### config.mk
export PLATFORM = sky130hd
export DESIGN_NAME = vend_ctrl_multi_flat
export DESIGN_NICKNAME = d
export VERILOG_FILES = /design/src/rtl/vend_pkg.sv /design/src/rtl/vend_ctrl_multi_if.sv /design/src/rtl/vend_coin_arb.sv /design/src/rtl/vend_ctrl_multi.sv /design/src/flat_wrapper.sv
export SDC_FILE = /design/constraint.sdc
export NUM_CORES = 1
export LEC_CHECK = 0
export CAP_MARGIN = 10
export CORE_MARGIN = 5
export CORE_UTILIZATION = 30
export DETAILED_ROUTE_END_ITERATION = 10
export PLACE_DENSITY_LB_ADDON = 0.2
export SLEW_MARGIN = 20
export SYNTH_ARGS = -nofsm -noshare
export SYNTH_HDL_FRONTEND = slang
export SYNTH_SLANG_ARGS = --single-unit
### constraint.sdc
create_clock -name CLK -period 8.26 [get_ports CLK]
set_clock_uncertainty 0.2 [all_clocks]
set_input_delay 2.065 -clock CLK [delete_from_list [all_inputs] [get_ports CLK]]
set_output_delay 2.065 -clock CLK [all_outputs]
set_load 0.05 [all_outputs]
### src/rtl/vend_pkg.sv
// Shared types for the vending controller: FSM state encoding and coin values in nickels.
package vend_pkg;

  typedef enum logic [1:0] {
    IDLE   = 2'd0,
    CREDIT = 2'd1,
    VEND   = 2'd2,
    CHANGE = 2'd3
  } state_t;

  localparam logic [2:0] NICKEL_V  = 3'd1;
  localparam logic [2:0] DIME_V    = 3'd2;
  localparam logic [2:0] QUARTER_V = 3'd5;

endpackage

### src/rtl/vend_ctrl_multi_if.sv
// Bus between the coin acceptor / selection panel and the vending controller.
interface vend_ctrl_multi_if #(
  parameter int NUM_PRODUCTS = 2,
  parameter int MAX_CREDIT_N = 15
) ();
  import vend_pkg::*;

  localparam int CW = $clog2(MAX_CREDIT_N + 1);

  // No valid/ready here: N/D/Q/cancel are single-cycle strobes sampled on every
  // edge; give/coin_reject/change_nickel are single-cycle registered pulses.
  logic                    N;
  logic                    D;
  logic                    Q;
  logic [NUM_PRODUCTS-1:0] sel;
  logic                    cancel;
  logic [NUM_PRODUCTS-1:0] give;
  logic [CW-1:0]           credit;
  logic                    coin_reject;
  logic                    change_nickel;
  logic                    busy;
  state_t                  state;

  modport master (
    output N, D, Q, sel, cancel,
    input  give, credit, coin_reject, change_nickel, busy, state
  );

  modport slave (
    input  N, D, Q, sel, cancel,
    output give, credit, coin_reject, change_nickel, busy, state
  );

endinterface

### src/rtl/vend_coin_arb.sv
// Coin arbitration: picks the highest coin of a cycle and rejects it if credit would overflow.
module vend_coin_arb
  import vend_pkg::*;
#(
  parameter int MAX_CREDIT_N = 15,
  parameter int CW           = 4
) (
  input  logic          n,
  input  logic          d,
  input  logic          q,
  input  logic [CW-1:0] credit,
  output logic          accept,
  output logic [2:0]    value,
  output logic          reject
);

  // Extra headroom so credit + quarter never wraps before the ceiling compare.
  localparam int SW = CW + 4;

  logic          any_coin;
  logic          multi;
  logic          over;
  logic [SW-1:0] sum;

  always_comb begin
    value = '0;
    if (q)      value = QUARTER_V;
    else if (d) value = DIME_V;
    else if (n) value = NICKEL_V;
  end

  assign any_coin = n | d | q;
  assign multi    = (n & d) | (n & q) | (d & q);
  assign sum      = SW'(credit) + SW'(value);
  assign over     = sum > SW'(MAX_CREDIT_N);
  assign accept   = any_coin & ~over;
  assign reject   = multi | (any_coin & over);

endmodule

### src/rtl/vend_ctrl_multi.sv
// Vending controller top: credit register and IDLE/CREDIT/VEND/CHANGE FSM.
// Optional change return and cancel refund are built when VEND_CHANGE_EN is defined.
module vend_ctrl_multi
  import vend_pkg::*;
#(
  parameter int PRICE_N      = 9,
  parameter int MAX_CREDIT_N = 15,
  parameter int NUM_PRODUCTS = 2
) (
  input  logic             CLK,
  input  logic             reset,
  vend_ctrl_multi_if.slave bus
);

  localparam int            CW      = $clog2(MAX_CREDIT_N + 1);
  localparam logic [CW-1:0] PRICE_C = CW'(PRICE_N);

  state_t                  state_r, state_n;
  logic [CW-1:0]           credit_r, credit_n;
  logic [NUM_PRODUCTS-1:0] give_r, give_n;
  logic                    rej_r, rej_n;
  logic                    busy_r;
  logic                    coin_any;
  logic                    arb_accept;
  logic                    arb_reject;
  logic [2:0]              arb_value;
  logic [NUM_PRODUCTS-1:0] sel_low;

  vend_coin_arb #(
    .MAX_CREDIT_N (MAX_CREDIT_N),
    .CW           (CW)
  ) u_arb (
    .n      (bus.N),
    .d      (bus.D),
    .q      (bus.Q),
    .credit (credit_r),
    .accept (arb_accept),
    .value  (arb_value),
    .reject (arb_reject)
  );

  assign coin_any = bus.N | bus.D | bus.Q;
  assign sel_low  = bus.sel & (~bus.sel + NUM_PRODUCTS'(1));

`ifdef VEND_CHANGE_EN
  logic chg_r, chg_n;
`else
  logic unused_cancel;
  assign unused_cancel = bus.cancel;
`endif

  // Priority within IDLE/CREDIT: coin, then cancel, then selection.
  always_comb begin
    state_n  = state_r;
    credit_n = credit_r;
    give_n   = '0;
    rej_n    = 1'b0;
`ifdef VEND_CHANGE_EN
    chg_n    = 1'b0;
`endif
    case (state_r)
      IDLE, CREDIT: begin
        if (coin_any) begin
          rej_n = arb_reject;
          if (arb_accept) begin
            credit_n = credit_r + CW'(arb_value);
            state_n  = CREDIT;
          end
        end
`ifdef VEND_CHANGE_EN
        else if (bus.cancel && state_r == CREDIT) begin
          state_n = CHANGE;
        end
`endif
        else if (state_r == CREDIT && bus.sel != '0 && credit_r >= PRICE_C) begin
          give_n   = sel_low;
          credit_n = credit_r - PRICE_C;
          state_n  = VEND;
        end
      end
      VEND: begin
        rej_n = coin_any;
`ifdef VEND_CHANGE_EN
        state_n = (credit_r != '0) ? CHANGE : IDLE;
`else
        state_n = (credit_r != '0) ? CREDIT : IDLE;
`endif
      end
`ifdef VEND_CHANGE_EN
      CHANGE: begin
        rej_n = coin_any;
        if (credit_r != '0) begin
          chg_n    = 1'b1;
          credit_n = credit_r - CW'(1);
          if (credit_r == CW'(1)) state_n = IDLE;
        end else begin
          state_n = IDLE;
        end
      end
`endif
      default: state_n = IDLE;
    endcase
  end

  always_ff @(posedge CLK) begin
    if (!reset) begin
      state_r  <= IDLE;
      credit_r <= '0;
      give_r   <= '0;
      rej_r    <= 1'b0;
      busy_r   <= 1'b0;
`ifdef VEND_CHANGE_EN
      chg_r    <= 1'b0;
`endif
    end else begin
      state_r  <= state_n;
      credit_r <= credit_n;
      give_r   <= give_n;
      rej_r    <= rej_n;
      busy_r   <= (state_n == VEND) || (state_n == CHANGE);
`ifdef VEND_CHANGE_EN
      chg_r    <= chg_n;
`endif
    end
  end

  assign bus.give        = give_r;
  assign bus.credit      = credit_r;
  assign bus.coin_reject = rej_r;
  assign bus.busy        = busy_r;
  assign bus.state       = state_r;
`ifdef VEND_CHANGE_EN
  assign bus.change_nickel = chg_r;
`else
  assign bus.change_nickel = 1'b0;
`endif

endmodule
### src/flat_wrapper.sv
// flat-port wrapper written by rule: the top's interface ports become plain ports
module vend_ctrl_multi_flat import vend_pkg::*;
#(
  parameter int PRICE_N      = 9,
  parameter int MAX_CREDIT_N = 15,
  parameter int NUM_PRODUCTS = 2
)
  (CLK, reset, bus_N, bus_D, bus_Q, bus_sel, bus_cancel, bus_give, bus_credit, bus_coin_reject, bus_change_nickel, bus_busy, bus_state);
  vend_ctrl_multi_if #(.NUM_PRODUCTS(NUM_PRODUCTS), .MAX_CREDIT_N(MAX_CREDIT_N)) bus_i ();
  input  logic CLK;
  input  logic reset;
  input wire logic [$bits(bus_i.N)-1:0] bus_N;
  input wire logic [$bits(bus_i.D)-1:0] bus_D;
  input wire logic [$bits(bus_i.Q)-1:0] bus_Q;
  input wire logic [$bits(bus_i.sel)-1:0] bus_sel;
  input wire logic [$bits(bus_i.cancel)-1:0] bus_cancel;
  output wire logic [$bits(bus_i.give)-1:0] bus_give;
  output wire logic [$bits(bus_i.credit)-1:0] bus_credit;
  output wire logic [$bits(bus_i.coin_reject)-1:0] bus_coin_reject;
  output wire logic [$bits(bus_i.change_nickel)-1:0] bus_change_nickel;
  output wire logic [$bits(bus_i.busy)-1:0] bus_busy;
  output wire logic [$bits(bus_i.state)-1:0] bus_state;
  assign bus_i.N = bus_N;
  assign bus_i.D = bus_D;
  assign bus_i.Q = bus_Q;
  assign bus_i.sel = bus_sel;
  assign bus_i.cancel = bus_cancel;
  assign bus_give = bus_i.give;
  assign bus_credit = bus_i.credit;
  assign bus_coin_reject = bus_i.coin_reject;
  assign bus_change_nickel = bus_i.change_nickel;
  assign bus_busy = bus_i.busy;
  assign bus_state = bus_i.state;
  vend_ctrl_multi #(.PRICE_N(PRICE_N), .MAX_CREDIT_N(MAX_CREDIT_N), .NUM_PRODUCTS(NUM_PRODUCTS)) u_core (.CLK(CLK), .reset(reset), .bus(bus_i));
endmodule
==> metrics.txt <==
status=complete, no violations; post-synth net total=84; routed length per instance=around 12 um; Finished Layout Cells=about 110; RSZ-0062 raised after global routing=false; via count=about 550; critical path required time=8.26 ns; routing usage on met3=between 1 and 1.5%; post-route antenna net violation count=0; IO Count=19; final WL=approximately 1300 um; Die ar.=approximately 0.0032 mm^2; number of max-cap violations=0; Least-Margin Pin Slew=0.668 ns; number of synthesized flops with an enable pin=0; Slowest cell on crit path=clkdlybuf4s50_1; antenna violations before repair=0; Die Y-Extent=~56 um; crit-path max cell delay=0.51 ns; post-CTS setup buffers=0; hold_buf cts=0; die width=56.5 um; PwrDens=between 200 and 250 mW/mm^2; gate count after technology mapping=69; register area=200 um^2; 1st-pass router iterations=2; port bufs=16; row count=16; grt peak-use layer=met2; Cells after DPL=roughly 110; share of the core filled with cells=a little over two fifths; Worst Hold Depth=1; # DRC=0; CTS tree=built; Yosys cell types=35; clock-pin slew on the worst setup and hold paths=0.07 ns; commonest non-fill, non-tap cell in the layout=clkdlybuf4s50_1; antenna cells=0; core area=0.00200 mm^2; Resized cells post-CTS=0; Hold Vio Cnt, Final=0; Final setup viols=0; #FFs+latches synth=10; ys async rst share=0%; HPWL after DPL=~1000 um; worst vdd ir=between 100 and 150 uV; clock period minus final worst setup slack=between 4 and 5 ns; design area=856 um^2; via/cell ratio=roughly 4.8; total track usage=about a tenth; Ys Warns=0; CTS Buf Count=3; most frequent cells in the layout=16 x clkdlybuf4s50_1, 10 x dfxtp_1, 6 x ha_1; initial core utilization=between 30% and 40%; worst hold start=u_core.bus.state[0]; Crit Path Max Fanout=8; sequential area share after synthesis=a little under a third; Slew Viols, Final=0; CP delay by family, top=compound AO/OA/AOI/OAI gates; Worst Setup End Kind=flip-flop; top_reg_cell synth=dfxtp_1; max_slew headroom=55.1%; kind of critical path=input pin to flip-flop; vias in the first global route=around 550; GRT met1 Usage=about an eighth; final worst path period share=around 57%; Worst Hold Path EP=u_core.bus.coin_reject; end of the worst register-to-register path=u_core.bus.credit[3]; Fin Setup TNS=0 ns; grt met2 use=approximately 14%; routability cong.=0.667; fraction of layout instances using a drive strength above 1=approximately 14%; worst hold path type=flip-flop to flip-flop; CP Data Arrival Time=about 4.7 ns; maximum clock frequency=roughly 0.21 GHz; mapped cell area=about 650 um^2; first-pass GRT wire length=2430 um; pin count of the biggest net entering global routing=12; Worst R2R Start=u_core.bus.credit[0]; # fillers=217; clk buf depth=2; worst-path cell chain=clkdlybuf4s50_1 -> inv_1 -> a21o_2 -> ha_1 -> fa_1 -> a21o_1 -> a21oi_1 -> o21bai_2 -> or4_1 -> a21boi_1; R2R depth=7; leakage power total=about 0.35 nW; Clock Latency Late Sink=~0.26 ns; post-place instance area=around 820 um^2; syn avg cell area=around 9.4 um^2; startpoint types=input pin; R2R Setup Slk=5.71 ns; total chip power=approximately 0.00018 W; clk sinks=10; total grt overflow=0; fin nets=between 100 and 150; Root Driver=clkbuf_4; Bufs and invs on worst path=2; CTS H-tree lvls=1; synthesis-to-finish area growth=32.0%; Detailed Route Iter0 Violations=6; area of the multi-input gates=slightly above 400 um^2
-- logic make-up (layout without fill, tap and decap cells) --
family	after synthesis	in the layout	synth area share, %
and+or+nand+nor	24	24	24.9
other	1	1	0.579
buffers and inverters	6	23	5.21
xor gates and xnor gates	1	1	1.35
DFF	10	10	30.9
AOI/OAI and AO/OA	19	19	20.8
adders and majority gates	8	8	16.2
-- worst register-to-register path, cell delays in order (launching register included) --
cell and delay (ns):
dfxtp_1 0.37, ha_1 0.25, fa_1 0.41, a21o_1 0.22, a21oi_1 0.22, o21bai_2 0.16, or4_1 0.51, a21boi_1 0.14
-- synthesized netlist by cell type, types with 2 or more instances --
cell type   n  area share (%)
inv_1       3             1.7
nor3b_1     3             3.5
o211ai_1    2             2.3
a21o_1      2             2.3
o21ai_0     5             3.9
dfxtp_1    10              31
and2_2      3             3.5
ha_1        6              12
nor2_1      5             2.9
a211oi_1    3             3.5
nand2_1     2             1.2
or3_1       2             1.9
-- registers in the layout, indices dropped and copies added (netlist names) --
register / flops
u_core.bus.credit: 4
u_core.bus.state: 2
u_core.bus.give: 2
u_core.bus.coin_reject: 1
u_core.bus.busy: 1
-- per-layer routing --
layer | routed length (um) | vias to the layer above
met5 | 0 | -
met4 | 19 | 0
met3 | 68 | 2
met2 | 619 | 13
met1 | 624 | 251
li1 | - | 282
-- how the worst max path moves through the flow --
stage | start | end | slack (ns) | cells after the start
after floorplan | bus_D | u_core.bus.credit[3] | 3.96 | 9
after global placement | bus_D | u_core.bus.credit[3] | 3.28 | 10
after detailed placement | bus_D | u_core.bus.credit[3] | 3.27 | 10
after CTS | bus_D | u_core.bus.credit[3] | 3.54 | 10
after global routing | bus_D | u_core.bus.credit[3] | 3.42 | 10
final | bus_D | u_core.bus.credit[3] | 3.54 | 10
-- through the flow --
stage | hold slack (ns) | setup WS (ns)
after global placement | 0.310 | 3.28
after CTS | 0.324 | 3.54
after detailed placement | 0.311 | 3.27
final | 0.319 | 3.54
after floorplan | 0.548 | 3.96
after global routing | 0.376 | 3.42
-- final cells by class --
cell class,instances,area share [%]
inverter,3,1.32
clock buffer,4,4.24
timing repair buffer,16,18.7
sequential,10,23.4
tap,27,3.95
multi-input combinational,53,48.4
-- power by group --
group	internal (W)	switching, W	total (W)	leakage, nW
clock	0.0000267	0.0000173	0.0000441	0.0210
sequential	0.0000539	0.00000999	0.0000639	0.0821
combinational	0.0000320	0.0000449	0.0000769	0.244
(Power assumes the default switching activity.)
